$ cat config.mk
export PLATFORM = sky130hd
export DESIGN_NAME = homog_divide
export DESIGN_NICKNAME = d
export VERILOG_FILES = /design/src/rtl/homog_divide.sv
export SDC_FILE = /design/constraint.sdc
export NUM_CORES = 1
export LEC_CHECK = 0
export CORE_MARGIN = 2
export CORE_UTILIZATION = 51
export CTS_CLUSTER_SIZE = 28
export DETAILED_ROUTE_END_ITERATION = 8
export PLACE_DENSITY = 0.75
export SLEW_MARGIN = 20
export SYNTH_ARGS = -nofsm -noshare
export SYNTH_HDL_FRONTEND = slang
export SYNTH_SLANG_ARGS = --single-unit
$ cat constraint.sdc
create_clock -name clk -period 4.2 [get_ports clk]
set_input_delay 0.84 -clock clk [delete_from_list [all_inputs] [get_ports clk]]
set_output_delay 0.84 -clock clk [all_outputs]
set_load 0.02 [all_outputs]
$ cat src/rtl/homog_divide.sv
// Homogeneous divide: (x, y, z, w) -> (x/w, y/w, z/w) through one shared restoring divider.
// Define HDIV_ROUND_EN to round half away from zero instead of truncating toward zero.
//
// state | meaning
// IDLE  | waiting for an input vector, in_ready high
// LOAD  | set up dividend/divisor/sign for component idx
// DIV   | D restoring-division steps, one quotient bit per cycle
// FIX   | round/saturate, apply sign, write out_vec[idx]
// DONE  | result presented until out_ready
module homog_divide #(
    parameter int WI = 9,
    parameter int WF = 16
) (
    input  logic                        clk,
    input  logic                        resetn,
    input  logic                        in_valid,
    output logic                        in_ready,
    input  logic [3:0][WI+WF-1:0]       in_vec,
    output logic                        out_valid,
    input  logic                        out_ready,
    output logic [2:0][WI+WF-1:0]       out_vec,
    output logic                        div_err,
    output logic                        sat
);
    localparam int W  = WI + WF;
    localparam int D  = W + WF;
    localparam int CW = $clog2(D);

    localparam logic [W-1:0] MAX_V = {1'b0, {(W-1){1'b1}}};
    localparam logic [D:0]   MAX_Q = {{(D-W+2){1'b0}}, {(W-1){1'b1}}};

    typedef enum logic [2:0] {IDLE, LOAD, DIV, FIX, DONE} state_t;

    state_t              state;
    logic [3:0][W-1:0]   vec;
    logic [1:0]          idx;
    logic [D-1:0]        dvd;
    logic [W-1:0]        rem;
    logic [W-1:0]        dsr;
    logic                sgn;
    logic [CW-1:0]       cnt;

    logic [W-1:0] num, wv, abs_num, abs_w, rem_sub, mag, res_val, fix_val;
    logic [W:0]   trial;
    logic [D:0]   q_full;
    logic         w_zero, fits, over;
`ifdef HDIV_ROUND_EN
    logic         rnd_up;
`endif

    always_comb begin
        num     = vec[idx];
        wv      = vec[3];
        // Unsigned W-bit magnitude is exact even for the most negative input.
        abs_num = num[W-1] ? -num : num;
        abs_w   = wv[W-1] ? -wv : wv;
        w_zero  = (wv == '0);
        trial   = {rem, dvd[D-1]};
        fits    = (trial >= {1'b0, dsr});
        rem_sub = trial[W-1:0] - dsr;
`ifdef HDIV_ROUND_EN
        rnd_up  = ({rem, 1'b0} >= {1'b0, dsr});
        q_full  = {1'b0, dvd} + {{D{1'b0}}, rnd_up};
`else
        q_full  = {1'b0, dvd};
`endif
        over    = (q_full > MAX_Q);
        mag     = over ? MAX_V : q_full[W-1:0];
        res_val = sgn ? -mag : mag;
        if (w_zero)
            fix_val = (num == '0) ? '0 : (num[W-1] ? -MAX_V : MAX_V);
        else
            fix_val = res_val;
    end

    always_ff @(posedge clk or negedge resetn) begin
        if (!resetn) begin
            state     <= IDLE;
            in_ready  <= 1'b1;
            out_valid <= 1'b0;
            out_vec   <= '0;
            div_err   <= 1'b0;
            sat       <= 1'b0;
            vec       <= '0;
            idx       <= '0;
            dvd       <= '0;
            rem       <= '0;
            dsr       <= '0;
            sgn       <= 1'b0;
            cnt       <= '0;
        end else begin
            case (state)
                IDLE: begin
                    if (in_valid) begin
                        vec      <= in_vec;
                        idx      <= '0;
                        div_err  <= 1'b0;
                        sat      <= 1'b0;
                        in_ready <= 1'b0;
                        state    <= LOAD;
                    end
                end
                LOAD: begin
                    dvd   <= {abs_num, {WF{1'b0}}};
                    dsr   <= abs_w;
                    sgn   <= num[W-1] ^ wv[W-1];
                    rem   <= '0;
                    cnt   <= CW'(D - 1);
                    state <= DIV;
                end
                DIV: begin
                    rem <= fits ? rem_sub : trial[W-1:0];
                    dvd <= {dvd[D-2:0], fits};
                    if (cnt == '0)
                        state <= FIX;
                    else
                        cnt <= cnt - 1'b1;
                end
                FIX: begin
                    out_vec[idx] <= fix_val;
                    if (w_zero)
                        div_err <= 1'b1;
                    else if (over)
                        sat <= 1'b1;
                    if (idx == 2'd2) begin
                        out_valid <= 1'b1;
                        state     <= DONE;
                    end else begin
                        idx   <= idx + 2'd1;
                        state <= LOAD;
                    end
                end
                DONE: begin
                    if (out_ready) begin
                        out_valid <= 1'b0;
                        in_ready  <= 1'b1;
                        state     <= IDLE;
                    end
                end
                default: state <= IDLE;
            endcase
        end
    end
endmodule

# ---- After elaboration in Yosys (flattened, before gate mapping)
# Index checks and enable logic that the tools add are counted.
dict set report op_classes {
  n_addsub 6
  magnitude_cmp 4
  n_eq_ne 14
  mux 36
  bitwise_logic 1
  reduce_logical 17
}
# cell n
set ops {}
lappend ops {{$mux W25} 10}
lappend ops {{$pmux W41 S2} 1}
lappend ops {{$bwmux W75} 1}
lappend ops {{$neg A25 Y25} 3}
lappend ops {{$bmux W25 S2} 1}
lappend ops {{$demux W25 S2} 1}
lappend ops {{$logic_not A25 Y1} 2}
lappend ops {{$pmux W25 S2} 1}
lappend ops {{$gt A41 B24 Y1 const B} 1}
lappend ops {{$ge A26 B25 Y1} 1}
lappend ops {{$sub A25 B25 Y25} 1}
lappend ops {{$ne A2 B2 Y1 const B} 9}
lappend ops {{$pmux W3 S5} 1}
lappend ops {{$reduce_and A3 Y1} 5}
lappend ops {{$mux W3} 4}
lappend ops {{$pmux W6 S2} 1}
lappend ops {{$pmux W1 S2} 4}
lappend ops {{$reduce_bool A2 Y1} 4}
lappend ops {{$mux W1} 7}
lappend ops {{$eq A3 B2 Y1 const B} 2}
lappend ops {{$logic_not A6 Y1} 1}
lappend ops {{$mux W6} 1}
lappend ops {{$sub A6 B1 Y6 const B} 1}
lappend ops {{$mux W2} 2}
lappend ops {{12 further kinds} 13}
dict set report totals {
  reg_bits 282
  inputBits 104
  out_inout_bits 79
  wordCells 96
}

# ---- Depth between registers and ports, before layout
# Gate-level depths: netlist (run 1).
dict set report logic_depth {
  depth_word 6
  mapped_depth 16
  ltp_nobuf 13
}

# ---- Worst setup path before layout (run 1)
# OpenSTA, ideal clock, no wires.
dict set report synth_timing {
  path_type {flip-flop to flip-flop}
  start {register dvd[40]}
  end {register out_vec[64] (netlist name)}
  setup_time_ns 0.130
  arrival_ns 3.913
  required_ns 4.070
  setup_slack_ns 0.156
  stages_incl_launch_ff 16
  path_buffers 3
  period_less_slack_ns 4.044
  path_cell_list {dfrtp_1 > nor4_1 > and4_1 > nand2_1 > clkbuf_1 > clkbuf_1 > nor2_1 > ha_1 > nor3b_1 > nand3_1 > or4_1 > clkbuf_1 > or4_1 > a221o_1 > a21oi_1 > o21ai_1}
}
dict set report synth_via {
  elab_chain_cells 6
}
# item line_no
set synth_rtl {}
lappend synth_rtl {{start: declaration} 37} ;# logic [D-1:0] dvd;
lappend synth_rtl {{start signal: assignment} 104} ;# dvd <= {abs_num, {WF{1'b0}}};
lappend synth_rtl {{start signal: assignment} 113} ;# dvd <= {dvd[D-2:0], fits};
lappend synth_rtl {{$gt A41 B24 Y1 *} 67} ;# over = (q_full > MAX_Q);
lappend synth_rtl {{$mux W25 *} 68} ;# mag = over ? MAX_V : q_full[W-1:0];
lappend synth_rtl {{$neg A25 Y25} 69} ;# res_val = sgn ? -mag : mag;
lappend synth_rtl {{$mux W25 *} 69}
lappend synth_rtl {{$mux W25 *} 70} ;# if (w_zero)
lappend synth_rtl {{$bwmux W75 *} 120} ;# out_vec[idx] <= fix_val;
lappend synth_rtl {{end signal: indexed assignment} 120}
lappend synth_rtl {{end: declaration} 21} ;# output logic [2:0][WI+WF-1:0] out_vec,
# Every way passes the cells marked *; elsewhere a longest branch is shown, timed or not.
# A chain may end at the register's enable or synchronous reset.

# ---- Worst setup path in the final report (run 1)
dict set report layout_timing {
  start {register dvd[29]}
  end {register out_vec[68] (netlist name)}
}
# Same word-level chain as after synthesis.

==> metrics.yaml, run 1 <==
outcome: "complete, no violations"
clk_latency_ns: 0.59
worst_pin_slew_ns: 0.820
cts_made_buffers: 31
synth_cell_types: 65
worstPathArrival_ns: 4.39
first_global_vias: 11400
slew_headroom: 0.446
skew_ns: 0.0297
timing.fmax_ghz: 0.254
cts_resized: 0
setup-tns-final_ns: 0
instances_no_fill: 1974
ys_ff_latch: 282
grt_setup_unrepaired: "no"
antenna_cells: 0
cp_max_fo: 8
postSynth.asyncResetShare: 1.00
cp-start-kind: "register"
synthesis.instances: 1411
power_density_mw_per_mm2: 857
final_cell_mix: "280 x dfrtp_1, 182 x nand2_1, 181 x clkdlybuf4s50_1"
antenna_found_initial: 1
synth_edf_count: 0
avgViaCountPerCell: 5.82
core.rowCount: 61
io_pins: 183
placed_cell_area_mm2: 0.0168
stdcell_area_mm2: 0.0178
postRouteAntennaNets: 0
hpwlAfterDp_um: 26600
root_buffer: "clkbuf_16"
vias: 11500
worstHoldPathType: "in -> async"
slew_violations: 0
ir_drop_uv: 430
maxCapViolations: 0
cts_tree: "yes"
drt-pass1-iter-count: 6
finalCriticalPeriod_ns: 3.94
synth.area.top_cells: "dfrtp_1 48%, mux2_2 7.8%, nand2_1 4.7%"
routabilityCongestion: 0.916
routed_wl_um: 37300
final_util: 0.639
htree_levels: 1
p_leak_nw: 7.70
grt_overflow_total: 0
initial_utilization: 0.521
drt_iter0_markers: 931
r2r_cells: 12
dp.cells: 1920
yosys_warnings: 0
crit_type: "reg -> reg"
cts.clk_slew.worst_paths_ns: 0.06
syn_nets: 1549
synth_area_per_cell_um2: 10.3
post_cts_buffers: 0
critPathRequiredTime_ns: 4.65
die_h_um: 173
cts.path.max_buffers: 3
fp.dieW_um: 173
fillers: 2194
drcViolationCount: 0
numPortBuffers: 182
mostFrequentLayoutCell: "dfrtp_1"
wl_per_cell_um: 18.9
grt_max_degree: 107
cts_sinks: 282
setup_viol: 0
fin_crit_sh: 0.939
track_usage: 0.249
cts_hold_buf: 0
synth_area_mm2: 0.0145
core_area_mm2: 0.0279
grt_pass1_wl_um: 60700
yosys.area.top_type_share: 0.485
drive_gt1_frac: 0.143
setup.worst_path.end_class: "register"
synth_ff_type: "dfrtp_1"
die-area_mm2: 0.0298
nNetsFinal: 1713
synth_area_leader_cell: "dfrtp_1"
area_delta_synth_final_pct: 22.8
yosysSeqAreaShare: 0.487
hold_viol: 0
==> critical path, cell delays in order, from the launching register on <==
cell	delay, ns
dfrtp_1	0.39
nor4_1	0.28
and4_1	0.35
nand2_1	0.23
nor2_1	0.20
ha_1	0.20
nor3b_1	0.31
nand3_2	0.19
or4_4	0.51
or4_1	0.44
a221o_1	0.34
a21oi_1	0.26
o21ai_1	0.11
==> layout make-up <==
class,count,area [um2],area share
Clock buffer,44,905,0.0508
Clock inverter,10,119,0.00667
Multi-Input combinational cell,1004,7000,0.393
Sequential cell,282,7060,0.396
Inverter,45,169,0.00948
Tap cell,378,473,0.0266
Timing Repair Buffer,211,2080,0.117
==> registers in the layout, summed over array words and instances (netlist names) <==
name and flops:
cnt 6, div_err 1, dsr 25, dvd 41, idx 2, in_ready 1
out_valid 1, out_vec 75, rem 25, sat 1, sgn 1, state 3
vec 75, wv 25
==> Yosys cell counts, types with 2 or more instances <==
master	number
nor2_1	58
o41ai_1	7
xor2_1	40
a21oi_1	63
a21o_1	13
clkbuf_1	72
or3_1	12
or2_2	10
o21ai_0	125
xnor2_1	33
nand2b_1	9
nor3_1	28
nor2b_1	9
a211o_1	3
or4_1	10
a31oi_1	3
ha_1	33
a32oi_1	8
buf_2	2
inv_1	44
nand4_1	3
o221ai_1	2
o21ai_1	64
a2111oi_0	4
a221o_1	3
nand3_1	12
nand2_1	182
dfrtp_1	281
a22o_1	19
mux2i_1	19
mux2_2	101
nand3b_1	2
buf_1	4
a22oi_1	25
and3_1	6
o31ai_1	18
a221oi_1	4
nor4_1	19
o21a_1	7
mux4_2	24
and2_1	4
o21bai_1	3
==> layer usage <==
layer	wire length, um	up-vias	GRT usage
li1	-	5412	-
met1	16200	5610	0.347
met2	17900	409	0.412
met3	2430	56	0.0383
met4	823	0	0.0611
met5	0	-	0
==> logic make-up after synthesis <==
logic type,after synthesis,share of synthesized area
compound gates,380,0.158
xor+xnor,73,0.0441
fa+ha+maj,34,0.0298
buf+inv,125,0.0333
flops,282,0.487
mux,144,0.129
simple gates,373,0.119
==> where the power goes <==
| part | total [mW] | leakage [nW] | internal, mW | switching, mW |
|---|---|---|---|---|
| Sequential | 4.99 | 3.50 | 3.94 | 1.05 |
| Clock | 2.72 | 0.511 | 1.61 | 1.10 |
| Combinational | 7.56 | 3.69 | 3.40 | 4.15 |
==> final timing paths <==
check                        start          end  slack, ns
setup / recovery           dvd[29]  out_vec[68]       0.26
hold / removal              resetn      vec[24]       0.30
setup reg to reg           dvd[29]  out_vec[68]       0.26
hold reg to reg            dsr[23]      dsr[23]       0.48
min in group clk           dsr[23]      dsr[23]       0.48
max in group asynchronous   resetn   out_vec[9]       2.88
==> stage by stage <==
| stage | power [mW] | hold WS [ns] | setup slack [ns] |
|---|---|---|---|
| after floorplan | 9.95 | 0.450 | 0.156 |
| after global placement | 12.3 | 0.463 | 0.392 |
| after detailed placement | 12.5 | 0.470 | 0.240 |
| after CTS | 15.3 | 0.336 | 0.217 |
| after global routing | 16.3 | 0.368 | 0.0504 |
| final | 15.3 | 0.295 | 0.257 |
(Power assumes the default switching activity.)
==> inputs of run 2 (changes only) <==
--- a/config.mk
+++ b/config.mk
@@ -6,10 +6,10 @@
 export NUM_CORES = 1
 export LEC_CHECK = 0
 export CORE_MARGIN = 2
-export CORE_UTILIZATION = 51
+export CORE_UTILIZATION = 45
 export CTS_CLUSTER_SIZE = 28
 export DETAILED_ROUTE_END_ITERATION = 8
-export PLACE_DENSITY = 0.75
+export PLACE_DENSITY = 0.65
 export SLEW_MARGIN = 20
 export SYNTH_ARGS = -nofsm -noshare
 export SYNTH_HDL_FRONTEND = slang
==> constraint.sdc (replaced) <==
create_clock -name clk -period 4.3 [get_ports clk]
set_input_delay 0.86 -clock clk [delete_from_list [all_inputs] [get_ports clk]]
set_output_delay 0.86 -clock clk [all_outputs]
set_load 0.02 [all_outputs]
==> run 2 against run 1 <==
  * Via count shrank 0.79%
  * Sequential share of layout area shrank 0.24 points
  * Largest cell class unchanged
  * First-iteration DRC count shrank 28%
  * Core utilization shrank 7.3 points
  * Wire length grew 2.4%
  * Clock-buffer cell count shrank 3
  * Flip-flop and latch count is the same
  * Global-route usage shrank 2.1 points
  * Non-clock buffer count grew 3
==> metrics.yaml, run 2 (synthesized netlist as in run 1, its figures left out) <==
outcome: "complete, no violations"
first_global_vias: 11300
comb_power_share: 0.492
fp.dieW_um: 184
antenna_found_initial: 0
cts.clk_slew.worst_paths_ns: 0.06
ir_drop_uv: 401
grt_max_degree: 105
root_buffer: "clkbuf_16"
skew_ns: 0.0117
worstPathArrival_ns: 4.42
worst_pin_slew_ns: 0.859
routed_wl_um: 38200
drcViolationCount: 0
cts_made_buffers: 31
critPathRequiredTime_ns: 4.72
die-area_mm2: 0.0337
reg.largest.list: "out_vec x75, vec x75, dvd x41"
routabilityCongestion: 0.885
instances_no_fill: 2000
vias: 11400
power_density_mw_per_mm2: 841
r2r-end: "out_vec[68]"
antenna_cells: 0
slew_violations: 0
reg2reg_from: "dvd[30]"
grt_setup_unrepaired: "no"
drive_gt1_frac: 0.144
track_usage: 0.228
fin_crit_sh: 0.931
postRouteAntennaNets: 0
worstHoldPathType: "in -> async"
post_cts_buffers: 0
hpwlAfterDp_um: 27600
cp_max_fo: 8
hold_viol: 0
clock_power_share: 0.183
stdcell_area_mm2: 0.0179
avgViaCountPerCell: 5.70
nNetsFinal: 1716
mostFrequentLayoutCell: "dfrtp_1"
power.switching_mw: 6.16
cts_sinks: 282
placed_cell_area_mm2: 0.0168
numPortBuffers: 182
wl_per_cell_um: 19.1
setup.worst_path.end_class: "register"
cp-start-kind: "register"
timing.fmax_ghz: 0.250
die_h_um: 184
finalCriticalPeriod_ns: 4.00
htree_levels: 1
p_int_mw: 8.92
cts_hold_buf: 0
cts.path.max_buffers: 3
slew_headroom: 0.427
r2r_cells: 12
clk_latency_ns: 0.56
drt_iter0_markers: 674
grt_pass1_wl_um: 61300
p_leak_nw: 7.72
initial_utilization: 0.459
core_area_mm2: 0.0316
dp.cells: 1947
final_cell_mix: "280 x dfrtp_1, 182 x nand2_1, 181 x clkdlybuf4s50_1"
power_frac_seq: 0.325
swShare: 0.409
setup_viol: 0
grt_overflow_total: 0
cts_tree: "yes"
core.rowCount: 65
io_pins: 183
drt-pass1-iter-count: 6
maxCapViolations: 0
r2r_setup_slack_ns: 0.30
crit_type: "reg -> reg"
area_delta_synth_final_pct: 23.5
setup-tns-final_ns: 0
run 2: changes by cell type in the layout (fill, tap and decap cells not counted), moves of 2 or more:
cell        change
clkinvlp_4      +3
bufinv_16       +3
buf_4           +2
clkbuf_8        -3
clkinv_2        -4
clkinv_4        +2
run 2: cell type report:
cell class,instances,area (um2)
Fill cell,2738,13700
Sequential cell,282,7060
Multi-Input combinational cell,1004,7000
Timing Repair Buffer,214,2120
Clock buffer,41,863
Tap cell,402,503
Clock inverter,12,200
Inverter,45,169
run 2: power by group through the flow:
stage	clock [mW]	combinational, mW	sequential (mW)
finish	2.77	7.42	4.89
global route	2.93	8.19	5.04
CTS	2.82	7.43	4.88
global placement	0	7.23	4.87
detailed placement	0	7.41	4.92
floorplan	0	4.83	4.89
run 2: worst max-delay path by stage:
stage / from / endpoint / slack, ns
4_1_cts: dvd[30] / out_vec[68] / 0.24
6_report: dvd[30] / out_vec[68] / 0.30
2_1_floorplan: dvd[40] / out_vec[64] / 0.26
5_1_grt: dvd[40] / out_vec[64] / 0.04
3_5_place_dp: dvd[30] / out_vec[68] / 0.26
3_3_place_gp: dvd[30] / out_vec[68] / 0.42
run 2: worst max-delay path, cell delays in order (launching register included):
cell and delay [ns]:
dfrtp_1 0.39, nor4_1 0.31, and4_1 0.36, nand2_1 0.23
nor2_1 0.23, ha_1 0.21, nor3b_2 0.22, nand3_1 0.20
or4_1 0.58, or4_1 0.47, a221o_1 0.33, a21oi_1 0.25
o21ai_1 0.10
run 2: what timing repair did:
item	4_1_cts	5_1_grt
gates resized for setup	0	1
endpoints found under the hold margin	0	0
endpoints found under the setup margin	0	6
run 2: per-stage QoR:
step                      total power, mW  hold WS, ns   util  setup WS (ns)
final                                15.1        0.375  0.566          0.296
after global routing                 16.2        0.417  0.566         0.0437
after CTS                            15.1        0.395  0.566          0.235
after detailed placement             12.3        0.473  0.533          0.259
after global placement               12.1        0.464  0.532          0.422
after floorplan                      9.72        0.450      -          0.256
run 2: metal layers:
| metal | up-vias | track usage | part of all wire |
|---|---|---|---|
| met1 | 5581 | 0.322 | 0.46 |
| li1 | 5414 | - | - |
| met3 | 63 | 0.0321 | 0.052 |
| met5 | - | 0 | 0 |
| met4 | 0 | 0.0669 | 0.024 |
| met2 | 338 | 0.366 | 0.47 |
==> inputs of run 3 (changes only) <==
--- a/config.mk
+++ b/config.mk
@@ -5,11 +5,14 @@
 export SDC_FILE = /design/constraint.sdc
 export NUM_CORES = 1
 export LEC_CHECK = 0
+export CELL_PAD_IN_SITES_DETAIL_PLACEMENT = 0
+export CELL_PAD_IN_SITES_GLOBAL_PLACEMENT = 1
 export CORE_MARGIN = 2
-export CORE_UTILIZATION = 45
+export CORE_UTILIZATION = 44
 export CTS_CLUSTER_SIZE = 28
 export DETAILED_ROUTE_END_ITERATION = 8
-export PLACE_DENSITY = 0.65
+export MAX_ROUTING_LAYER = met4
+export PLACE_DENSITY = 0.79
 export SLEW_MARGIN = 20
 export SYNTH_ARGS = -nofsm -noshare
 export SYNTH_HDL_FRONTEND = slang
==> run 3 against run 2 <==
  * Critical path type unchanged
  * Clock power hardly changed
  * Cell area grew 0.43%
  * Cell count rose by 2.2%
  * Wire length shrank 1.8%
  * Sequential power down 1%
  * Clock-buffer cell count up 1
  * Maximum frequency down 1.2%
  * Sequential share of layout area is 0.17 points lower
  * Global-route usage fell by 0.12 points
  * First-iteration DRC count shrank 6.4%
==> metrics.yaml, run 3 (synthesized netlist as in run 1, its figures left out) <==
grt_setup_unrepaired: "no"
vias: 11300
die-area_mm2: 0.0344
cts_sinks: 282
root_buffer: "clkbuf_16"
comb_power_share: 0.492
swShare: 0.405
setup_slack_ns: 0.249
worstPathArrival_ns: 4.48
mostFrequentLayoutCell: "dfrtp_1"
placed_cell_area_mm2: 0.0169
power.switching_mw: 6.09
core_area_mm2: 0.0325
first_global_vias: 11200
outcome: "complete, no violations"
drcViolationCount: 0
grt_overflow_total: 0
numPortBuffers: 182
grt_use_met3: 0.0268
skew_ns: 0.0185
grt.busiest_layer: "met2"
maxCapViolations: 0
r2r_setup_slack_ns: 0.25
p_leak_nw: 7.75
postRouteAntennaNets: 0
total_power_mw: 15.0
grt_use_met2: 0.362
cts.clk_slew.worst_paths_ns: 0.06
instances_no_fill: 2043
critPathRequiredTime_ns: 4.73
area_delta_synth_final_pct: 24.0
grt_pass1_wl_um: 60000
finalCriticalPeriod_ns: 4.05
hold_viol: 0
htree_levels: 1
io_pins: 183
clock_power_share: 0.186
grt_max_degree: 92
slew_violations: 0
initial_utilization: 0.446
cp-start-kind: "register"
dp.cells: 1990
clk_latency_ns: 0.58
worst_pin_slew_ns: 0.872
slew_headroom: 0.419
antenna_found_initial: 0
routabilityCongestion: 0.889
stdcell_area_mm2: 0.0180
core.rowCount: 66
cts_hold_buf: 0
grt_util_met1: 0.312
routed_wl_um: 37500
die_h_um: 186
reg.largest.list: "out_vec x75, vec x75, dvd x41"
setup-tns-final_ns: 0
power_frac_seq: 0.322
p_int_mw: 8.94
cts_resized: 0
final_cell_mix: "280 x dfrtp_1, 182 x nand2_1, 181 x clkdlybuf4s50_1"
timing.fmax_ghz: 0.247
cts.path.max_buffers: 3
power_density_mw_per_mm2: 835
cts_tree: "yes"
post_cts_buffers: 0
wl_per_cell_um: 18.4
drt-pass1-iter-count: 5
cp_max_fo: 8
cts_made_buffers: 31
hpwlAfterDp_um: 27200
ir_drop_uv: 419
avgViaCountPerCell: 5.51
drive_gt1_frac: 0.146
fin_crit_sh: 0.942
drt_iter0_markers: 631
setup_viol: 0
place_ws_ns: 0.204
nNetsFinal: 1719
setup.worst_path.end_class: "register"
worstHoldPathType: "in -> async"
crit_type: "reg -> reg"
track_usage: 0.226
fp.dieW_um: 186
antenna_cells: 0
## run 3: cell count changes in the layout (fill, tap and decap cells not counted), sizes merged
cell,before,now
buf,33,36
inv,45,46
clkbuf,41,42
clkinvlp,3,0
clkinv,4,5
## run 3: layer usage
metal  wire, um  vias to the layer above
met5          0                        -
met4        709                        0
met3       1530                       51
met2      17800                      265
met1      17500                     5502
li1           -                     5435
## run 3: worst max-delay path: stages (launching register included)
cell	delay [ns]
dfrtp_1	0.39
nor4_1	0.34
and4_1	0.36
nand2_1	0.22
nor2_1	0.20
ha_1	0.20
nor3b_1	0.30
nand3_1	0.26
or4_4	0.53
or4_1	0.44
a221o_1	0.34
a21oi_1	0.24
o21ai_1	0.09
## run 3: area by class of cell
type | instances | area, um2
Fill cell | 2931 | 14500
Sequential cell | 282 | 7060
Multi-Input combinational cell | 1004 | 7000
Timing Repair Buffer | 217 | 2140
Clock buffer | 42 | 877
Tap cell | 442 | 553
Clock inverter | 11 | 199
Inverter | 45 | 169
## run 3: power by group through the flow
stage | sequential, mW | combinational (mW) | clock (mW)
after floorplan | 4.89 | 4.83 | 0
after global placement | 4.83 | 7.31 | 0
after detailed placement | 4.88 | 7.42 | 0
after CTS | 4.84 | 7.45 | 2.85
after global routing | 5.00 | 8.20 | 2.96
final | 4.84 | 7.40 | 2.79
## run 3: path summary, 6_finish.rpt
| check | cells after the start | endpoint | start |
|---|---|---|---|
| max | 12 | out_vec[39] | dvd[30] |
| min reg2reg | 2 | dsr[18] | dsr[18] |
| max in group asynchronous | 2 | out_vec[38] | resetn |
| max reg2reg | 12 | out_vec[39] | dvd[30] |
| min in group clk | 2 | dsr[18] | dsr[18] |
| min | 1 | vec[14] | resetn |
## run 3: stage by stage
step	hold WS (ns)	util
global placement	0.463	0.520
detailed placement	0.472	0.520
CTS	0.288	0.553
global route	0.316	0.553
floorplan	0.450	-
finish	0.277	0.553
